[src/rtl/iter_alu_if.sv]
// Handshake bundle between decode, the iterative execute unit and writeback.
// master = issuing/consuming side, slave = iter_alu.
interface iter_alu_if #(
  parameter int unsigned XLEN = 32
);
  logic            in_valid;
  logic            in_ready;
  logic [4:0]      op;
  logic [XLEN-1:0] a;
  logic [XLEN-1:0] b;
  logic            out_valid;
  logic            out_ready;
  logic [XLEN-1:0] result;
  logic            branch;
  logic            illegal;

  modport master (
    output in_valid, op, a, b, out_ready,
    input  in_ready, out_valid, result, branch, illegal
  );

  modport slave (
    input  in_valid, op, a, b, out_ready,
    output in_ready, out_valid, result, branch, illegal
  );
endinterface

[src/rtl/iter_alu.sv]
// Multi-cycle RV32I-class execute unit: single-cycle ALU/branch ops, iterative shifts.
// Define ITER_ALU_MUL_EN to add op 16 (MUL) as a 1-bit/cycle shift-add multiplier.
module iter_alu #(
  parameter int unsigned XLEN       = 32,
  parameter int unsigned SHIFT_STEP = 1
) (
  input  logic       clk,
  input  logic       rst,
  iter_alu_if.slave  bus
);

  localparam int unsigned ShW = $clog2(XLEN);
  // Remaining shift is always < XLEN, so capping the step there keeps it in ShW bits.
  localparam int unsigned  StepCap = (SHIFT_STEP >= XLEN) ? (XLEN - 1) : SHIFT_STEP;
  localparam logic [ShW-1:0] StepC = ShW'(StepCap);

  localparam logic [4:0] OpAdd  = 5'd0;
  localparam logic [4:0] OpSub  = 5'd1;
  localparam logic [4:0] OpXor  = 5'd2;
  localparam logic [4:0] OpOr   = 5'd3;
  localparam logic [4:0] OpAnd  = 5'd4;
  localparam logic [4:0] OpSll  = 5'd5;
  localparam logic [4:0] OpSrl  = 5'd6;
  localparam logic [4:0] OpSra  = 5'd7;
  localparam logic [4:0] OpSlt  = 5'd8;
  localparam logic [4:0] OpSltu = 5'd9;
  localparam logic [4:0] OpBeq  = 5'd10;
  localparam logic [4:0] OpBne  = 5'd11;
  localparam logic [4:0] OpBlt  = 5'd12;
  localparam logic [4:0] OpBge  = 5'd13;
  localparam logic [4:0] OpBltu = 5'd14;
  localparam logic [4:0] OpBgeu = 5'd15;
`ifdef ITER_ALU_MUL_EN
  localparam logic [4:0] OpMul  = 5'd16;
`endif

  typedef enum logic [1:0] {
    StIdle  = 2'd0,
    StShift = 2'd1,
    StDone  = 2'd2
`ifdef ITER_ALU_MUL_EN
    ,
    StMul   = 2'd3
`endif
  } state_e;

  state_e          state_q, state_d;
  logic [XLEN-1:0] result_q, result_d;
  logic            branch_q, branch_d;
  logic            illegal_q, illegal_d;
  logic [XLEN-1:0] acc_q, acc_d;
  logic [ShW-1:0]  rem_q, rem_d;
  logic [1:0]      kind_q, kind_d;
`ifdef ITER_ALU_MUL_EN
  logic [XLEN-1:0] mcand_q, mcand_d;
  logic [XLEN-1:0] mplier_q, mplier_d;
  logic [XLEN-1:0] mul_sum;
  logic [XLEN-1:0] mplier_shr;
`endif

  // Single-cycle datapath, evaluated on the issue-side operands.
  logic [XLEN-1:0] alu_res;
  logic            alu_br;
  logic            alu_ill;
  logic            is_shift;
  logic            is_mul;
  logic            lt_s;
  logic            lt_u;
  logic            eq;
  logic [ShW-1:0]  shamt;

  assign lt_s  = $signed(bus.a) < $signed(bus.b);
  assign lt_u  = bus.a < bus.b;
  assign eq    = bus.a == bus.b;
  assign shamt = bus.b[ShW-1:0];

  always_comb begin
    alu_res  = '0;
    alu_br   = 1'b0;
    alu_ill  = 1'b0;
    is_shift = 1'b0;
    is_mul   = 1'b0;
    case (bus.op)
      OpAdd:  alu_res = bus.a + bus.b;
      OpSub:  alu_res = bus.a - bus.b;
      OpXor:  alu_res = bus.a ^ bus.b;
      OpOr:   alu_res = bus.a | bus.b;
      OpAnd:  alu_res = bus.a & bus.b;
      OpSll, OpSrl, OpSra: begin
        is_shift = 1'b1;
        alu_res  = bus.a;
      end
      OpSlt:  alu_res = {{(XLEN-1){1'b0}}, lt_s};
      OpSltu: alu_res = {{(XLEN-1){1'b0}}, lt_u};
      OpBeq:  alu_br  = eq;
      OpBne:  alu_br  = ~eq;
      OpBlt:  alu_br  = lt_s;
      OpBge:  alu_br  = ~lt_s;
      OpBltu: alu_br  = lt_u;
      OpBgeu: alu_br  = ~lt_u;
`ifdef ITER_ALU_MUL_EN
      OpMul:  is_mul  = 1'b1;
`endif
      default: alu_ill = 1'b1;
    endcase
  end

  // Iterative shifter: one step of min(SHIFT_STEP, remaining) per cycle.
  logic [ShW-1:0]  step;
  logic [ShW-1:0]  rem_dec;
  logic [XLEN-1:0] shifted;

  always_comb begin
    step    = (rem_q < StepC) ? rem_q : StepC;
    rem_dec = rem_q - step;
    case (kind_q)
      2'b01:   shifted = acc_q << step;
      2'b10:   shifted = acc_q >> step;
      default: shifted = XLEN'($signed(acc_q) >>> step);
    endcase
  end

`ifdef ITER_ALU_MUL_EN
  assign mul_sum    = acc_q + (mplier_q[0] ? mcand_q : '0);
  assign mplier_shr = mplier_q >> 1;
`endif

  always_comb begin
    state_d   = state_q;
    result_d  = result_q;
    branch_d  = branch_q;
    illegal_d = illegal_q;
    acc_d     = acc_q;
    rem_d     = rem_q;
    kind_d    = kind_q;
`ifdef ITER_ALU_MUL_EN
    mcand_d   = mcand_q;
    mplier_d  = mplier_q;
`endif
    case (state_q)
      StIdle: begin
        if (bus.in_valid) begin
          if (is_shift && (shamt != '0)) begin
            state_d = StShift;
            acc_d   = bus.a;
            rem_d   = shamt;
            kind_d  = bus.op[1:0];
`ifdef ITER_ALU_MUL_EN
          end else if (is_mul) begin
            state_d  = StMul;
            acc_d    = '0;
            mcand_d  = bus.a;
            mplier_d = bus.b;
`endif
          end else begin
            state_d   = StDone;
            result_d  = alu_res;
            branch_d  = alu_br;
            illegal_d = alu_ill;
          end
        end
      end
      StShift: begin
        acc_d = shifted;
        rem_d = rem_dec;
        if (rem_dec == '0) begin
          state_d   = StDone;
          result_d  = shifted;
          branch_d  = 1'b0;
          illegal_d = 1'b0;
        end
      end
`ifdef ITER_ALU_MUL_EN
      StMul: begin
        acc_d    = mul_sum;
        mcand_d  = mcand_q << 1;
        mplier_d = mplier_shr;
        // Stop as soon as no multiplier bits remain; bounds the loop at XLEN cycles.
        if (mplier_shr == '0) begin
          state_d   = StDone;
          result_d  = mul_sum;
          branch_d  = 1'b0;
          illegal_d = 1'b0;
        end
      end
`endif
      StDone: begin
        if (bus.out_ready) state_d = StIdle;
      end
      default: state_d = StIdle;
    endcase
  end

  always_ff @(posedge clk or posedge rst) begin
    if (rst) begin
      state_q   <= StIdle;
      result_q  <= '0;
      branch_q  <= 1'b0;
      illegal_q <= 1'b0;
      acc_q     <= '0;
      rem_q     <= '0;
      kind_q    <= '0;
`ifdef ITER_ALU_MUL_EN
      mcand_q   <= '0;
      mplier_q  <= '0;
`endif
    end else begin
      state_q   <= state_d;
      result_q  <= result_d;
      branch_q  <= branch_d;
      illegal_q <= illegal_d;
      acc_q     <= acc_d;
      rem_q     <= rem_d;
      kind_q    <= kind_d;
`ifdef ITER_ALU_MUL_EN
      mcand_q   <= mcand_d;
      mplier_q  <= mplier_d;
`endif
    end
  end

  assign bus.in_ready  = (state_q == StIdle);
  assign bus.out_valid = (state_q == StDone);
  assign bus.result    = result_q;
  assign bus.branch    = branch_q;
  assign bus.illegal   = illegal_q;

endmodule

[src/flat_wrapper.sv]
// flat-port wrapper written by rule: the top's interface ports become plain ports
module iter_alu_flat 
#(
  parameter int unsigned XLEN       = 32,
  parameter int unsigned SHIFT_STEP = 1
)
  (clk, rst, bus_in_valid, bus_op, bus_a, bus_b, bus_out_ready, bus_in_ready, bus_out_valid, bus_result, bus_branch, bus_illegal);
  iter_alu_if #(.XLEN(XLEN)) bus_i ();
  input  logic clk;
  input  logic rst;
  input wire logic [$bits(bus_i.in_valid)-1:0] bus_in_valid;
  input wire logic [$bits(bus_i.op)-1:0] bus_op;
  input wire logic [$bits(bus_i.a)-1:0] bus_a;
  input wire logic [$bits(bus_i.b)-1:0] bus_b;
  input wire logic [$bits(bus_i.out_ready)-1:0] bus_out_ready;
  output wire logic [$bits(bus_i.in_ready)-1:0] bus_in_ready;
  output wire logic [$bits(bus_i.out_valid)-1:0] bus_out_valid;
  output wire logic [$bits(bus_i.result)-1:0] bus_result;
  output wire logic [$bits(bus_i.branch)-1:0] bus_branch;
  output wire logic [$bits(bus_i.illegal)-1:0] bus_illegal;
  assign bus_i.in_valid = bus_in_valid;
  assign bus_i.op = bus_op;
  assign bus_i.a = bus_a;
  assign bus_i.b = bus_b;
  assign bus_i.out_ready = bus_out_ready;
  assign bus_in_ready = bus_i.in_ready;
  assign bus_out_valid = bus_i.out_valid;
  assign bus_result = bus_i.result;
  assign bus_branch = bus_i.branch;
  assign bus_illegal = bus_i.illegal;
  iter_alu #(.XLEN(XLEN), .SHIFT_STEP(SHIFT_STEP)) u_core (.clk(clk), .rst(rst), .bus(bus_i));
endmodule
[config.mk]
export PLATFORM = sky130hd
export DESIGN_NAME = iter_alu_flat
export DESIGN_NICKNAME = d
export VERILOG_FILES = /design/src/rtl/iter_alu_if.sv /design/src/rtl/iter_alu.sv /design/src/flat_wrapper.sv
export SDC_FILE = /design/constraint.sdc
export NUM_CORES = 1
export LEC_CHECK = 0
export ABC_AREA = 1
export ABC_CLOCK_PERIOD_IN_PS = 6100
export BUFFER_PORTS_ARGS = -buffer_cell sky130_fd_sc_hd__buf_2
export CAP_MARGIN = 15
export CORE_AREA = 2 2 198 200
export CTS_BUF_LIST = sky130_fd_sc_hd__clkbuf_4
export DETAILED_ROUTE_END_ITERATION = 12
export DIE_AREA = 0 0 200 202
export PLACE_DENSITY = 0.47
export RECOVER_POWER = 100
export SYNTH_ARGS = -nofsm -noshare
export SYNTH_HDL_FRONTEND = slang
export SYNTH_SLANG_ARGS = --single-unit
[constraint.sdc]
create_clock -name clk -period 6.1 [get_ports clk]
set_input_delay 1.22 -clock clk [delete_from_list [all_inputs] [get_ports clk]]
set_output_delay 1.22 -clock clk [all_outputs]
set_load 0.005 [all_outputs]
==> impl.org <==
** Die
- Row generation in the floorplan step produced a little over 70 rows.
- The core region is about 0.038 mm2.
- Pin placement for this block handled 109 I/O pins.
- From left edge to right edge, the die measures 200 um.
- Effective utilization at floorplan :: 0.296
- DIE AREA :: around 0.040 mm2
- The die is 202 um tall.

** Worst setup path
- The setup check on the worst reg-to-reg path leaves a slack of 2.50 ns.
- R2R Path Start :: u_core.state_q[0]
- CP arrival :: 5.00 ns
- The worst setup path is of the in2reg kind.
- Data required time at the worst endpoint :: 6.48 ns
- Tracing the worst setup path back leads to its startpoint at bus_op[2].
- Counting cells, the worst reg-to-reg path comes to 9.
- Maximum net fanout on the critical path :: 33
- The worst setup path is captured at a flop.
- The worst setup path is launched from an input pin.
- In this run the worst setup path terminates at u_core.acc_q[13].
- Reg2Reg Capture Point :: u_core.bus.result[30]

** Synthesis
- FF+latch count, synth :: 75
- The netlist uses 49 different library cells.
- Number of warnings printed during yosys synthesis :: 0
- After synthesis, the share of flip-flops with an asynchronous set or reset is 1.00.
- The most used flip-flop cell after synthesis is sky130_fd_sc_hd__dfrtp_1.
- Of the synthesized area, sequential elements account for 0.166.
- Post-synth net total :: 2157
- Averaged over all synthesized cells, the footprint is approximately 5.8 um2.
- In this run the cell area of the synthesized design comes to 0.0113 mm2.
- Number of enable flip-flop cells after synthesis :: 0
- Number of cells produced by synthesis :: 1965

** STA
- The max-slew violation count is 38.
- Maximum clock rate :: around 220 MHz
- Period minus WS final :: 4.62 ns
- For the final routed database, the setup TNS stands at 0 ns.
- Final Hold Violating Endpoints :: 0
- Setup repair after global routing missed its margin :: false
- The clock arrives with between 0.01 and 0.015 ns of skew.
- Tightest Pin Transition :: 2.02 ns
- Post-route fraction of the period consumed by the critical path :: 0.757
- Setup violations remaining at the end of the flow were counted as 0.
- Hold Worst Slack :: 0.496 ns
- Slew Limit Headroom :: -0.348

** Run status
- The checks that failed: max-capacitance violations, max-slew violations.
- The flow ran to the end, but the final reports show violations.

** CTS
- The number of setup buffers added after CTS is 0.
- In this run, post-CTS repair resized a total of 0 instances.
- TritonCTS built the clock tree.
- Clock edge transition at the registers on the reported setup and hold paths :: 0.13 ns
- The clock net in this run drives a total of 75 sinks.
- Clock network latency to the later pin of the worst-skew pair :: 0.46 ns
- Number of CTS-inserted buffers :: 9
- H-tree lvl count :: 3
- Counting along the longest clock path gives a buffer depth of 2.
- CTS Root Cell :: sky130_fd_sc_hd__clkbuf_4
- Cts hold-fix bufs :: 0

** GRT
- The first global-routing pass estimated ~70000 um of wire.
- The initial antenna violation count was 2.
- Maximum number of pins on one net before global-route repair :: 55
- Number of global-route vias before repair :: ~12k
- Overall fraction of global-route tracks in use :: 0.228
- For this run the aggregate overflow at the end of global routing stands at 0.

** Drt
- Number of violations reported at the end of detailed-routing iteration 0 :: ~1.0k
- Total number of vias :: 12.6k
- For this run, the detailed router's first-pass iteration total came to 6.
- Dividing the detail-routed via count by the number of cells gives 4.95.
- In this run the remaining antenna-violating nets after routing total 0.
- Number of remaining DRC errors :: 0
- Total detailed-routing wirelength :: 45900 um
- In the final routed layout, each cell accounts on average for around 18 um.

** Final layout
- Growth of design area from synthesis to finish :: 7.65%
- Final net count :: between 2k and 2.5k
- Fraction of final layout cells sized beyond drive strength 1 :: 0.0791

** Power
- Of the total power, the clock network draws 0.085.
- Static Leak :: 0.00686 uW
- Largest vdd supply drop :: 0.149 mV
- Of the total power, registers draw 0.285.
- After layout, the design draws a total of 3220 uW.
- For this design the ratio of total power to cell area is 264 mW/mm2.
- Net switching fraction of the power :: 0.519
- Internal portion of total power :: 1550 uW
- NetSw :: 1670 uW
- Gate power share :: 0.630

** Job
- Max-cap violation count :: 1

** Placement
- Input and output buffers added on the ports amount to about 110.
- HPWL after detailed placement :: 36200 um
- Last weighted congestion value of the routability-driven placer :: 0.958

** Hold path
- Path type of the worst min-delay path :: reg2reg
==> critical path, cell delays in order <==
cell and delay [ns]:
sky130_fd_sc_hd__clkbuf_1 0.20, sky130_fd_sc_hd__inv_1 0.07, sky130_fd_sc_hd__nor2_1 0.22, sky130_fd_sc_hd__nand3_4 0.49
sky130_fd_sc_hd__a31oi_1 0.43, sky130_fd_sc_hd__nand3_1 0.98, sky130_fd_sc_hd__nand2_1 0.34, sky130_fd_sc_hd__clkbuf_1 0.68
sky130_fd_sc_hd__o21ai_0 0.19, sky130_fd_sc_hd__o21ai_0 0.12
==> worst min path at each step <==
stage                     depth (start not counted)               endpoint  slack [ns]                  start
after floorplan                                   2  u_core.bus.result[10]        0.47  u_core.bus.result[10]
after global placement                            2   u_core.bus.result[1]        0.46   u_core.bus.result[1]
after detailed placement                          2   u_core.bus.result[1]        0.46   u_core.bus.result[1]
after CTS                                         2   u_core.bus.result[1]        0.49   u_core.bus.result[1]
after global routing                              2      u_core.bus.branch        0.52      u_core.bus.branch
final                                             2  u_core.bus.result[18]        0.50  u_core.bus.result[18]
==> cells by family after synthesis <==
kind of cell / synth area share
flops: 0.166
fa+ha+maj: 0.133
simple gates: 0.368
buf+inv: 0.165
xor+xnor: 0.000774
compound gates: 0.168
==> layout by cell type (no fill, tap or decap), types with 9 or more instances in the layout <==
cell / netlist / routed
sky130_fd_sc_hd__a21oi_1: 108 / 108
sky130_fd_sc_hd__buf_2: 34 / 85
sky130_fd_sc_hd__clkbuf_1: 18 / 26
sky130_fd_sc_hd__clkbuf_4: 0 / 11
sky130_fd_sc_hd__dfrtp_1: 75 / 75
sky130_fd_sc_hd__ha_1: 117 / 117
sky130_fd_sc_hd__inv_1: 370 / 369
sky130_fd_sc_hd__inv_2: 9 / 9
sky130_fd_sc_hd__nand2_1: 549 / 549
sky130_fd_sc_hd__nand3_1: 144 / 145
sky130_fd_sc_hd__nand4_1: 15 / 15
sky130_fd_sc_hd__nor2_1: 201 / 202
sky130_fd_sc_hd__nor3_1: 13 / 14
sky130_fd_sc_hd__o211ai_1: 14 / 14
sky130_fd_sc_hd__o21ai_0: 75 / 76
sky130_fd_sc_hd__o22ai_1: 82 / 82
sky130_fd_sc_hd__or2_0: 11 / 11
sky130_fd_sc_hd__or2_2: 28 / 28
==> power by group through the flow <==
stage	combinational (uW)	clock, uW	sequential [uW]
floorplan	1460	0	884
global placement	2020	0	922
detailed placement	2040	0	925
CTS	2050	289	915
global route	2280	305	952
finish	2030	274	917
==> layout make-up <==
class / count / area [um2]
Clock buffer: 11 / 82.6
Clock inverter: 4 / 18.8
Antenna cell: 2 / 5.00
Fill cell: 4408 / 26100
Multi-Input combinational cell: 1435 / 7550
Tap cell: 518 / 648
Timing Repair Buffer: 119 / 583
Inverter: 380 / 1430
Sequential cell: 75 / 1880
==> registers in the layout, summed over array words and instances (netlist names) <==
| signal | flops |
|---|---|
| u_core.bus.illegal | 1 |
| u_core.bus.result | 32 |
| u_core.state_q | 2 |
| u_core.acc_q | 32 |
| u_core.kind_q | 2 |
| u_core.rem_q | 5 |
| u_core.bus.branch | 1 |
==> metrics by stage <==
step,setup slack (ns),std cells,area (um2),util
2_1_floorplan,2.97,1965,11300,-
3_3_place_gp,2.09,2527,12200,0.318
3_5_place_dp,2.05,2527,12200,0.318
4_1_cts,2.60,2542,12300,0.320
5_1_grt,1.27,2543,12200,0.318
6_report,1.48,2544,12200,0.318
==> Yosys cell counts (all sizes together) (2+ instances only) <==
| cell type | instances | area share |
|---|---|---|
| a31oi | 2 | 0.0024 |
| nor4 | 7 | 0.0039 |
| o211ai | 14 | 0.0093 |
| and2 | 2 | 0.0011 |
| or2 | 39 | 0.022 |
| inv | 379 | 0.13 |
| and3 | 2 | 0.0011 |
| nor2 | 212 | 0.074 |
| a21boi | 8 | 0.0053 |
| o22ai | 82 | 0.045 |
| o21ai | 78 | 0.034 |
| dfrtp | 75 | 0.17 |
| o221ai | 8 | 0.0062 |
| o31ai | 5 | 0.0033 |
| nor3 | 14 | 0.0066 |
| o21a | 6 | 0.0040 |
| nand3 | 147 | 0.067 |
| buf | 54 | 0.032 |
| clkbuf | 21 | 0.0073 |
| a211oi | 2 | 0.0013 |
| fa | 2 | 0.0035 |
| a2bb2oi | 2 | 0.0015 |
| ha | 117 | 0.13 |
| nand2 | 551 | 0.18 |
| nand4 | 15 | 0.0083 |
| a21oi | 109 | 0.049 |
| o21bai | 6 | 0.0040 |
==> per-layer routing <==
layer	global-route usage	routed length (um)
met5	0	0
met4	0.0582	901
met3	0.0234	2370
met2	0.369	20800
met1	0.322	21800
(Power assumes the default switching activity.)
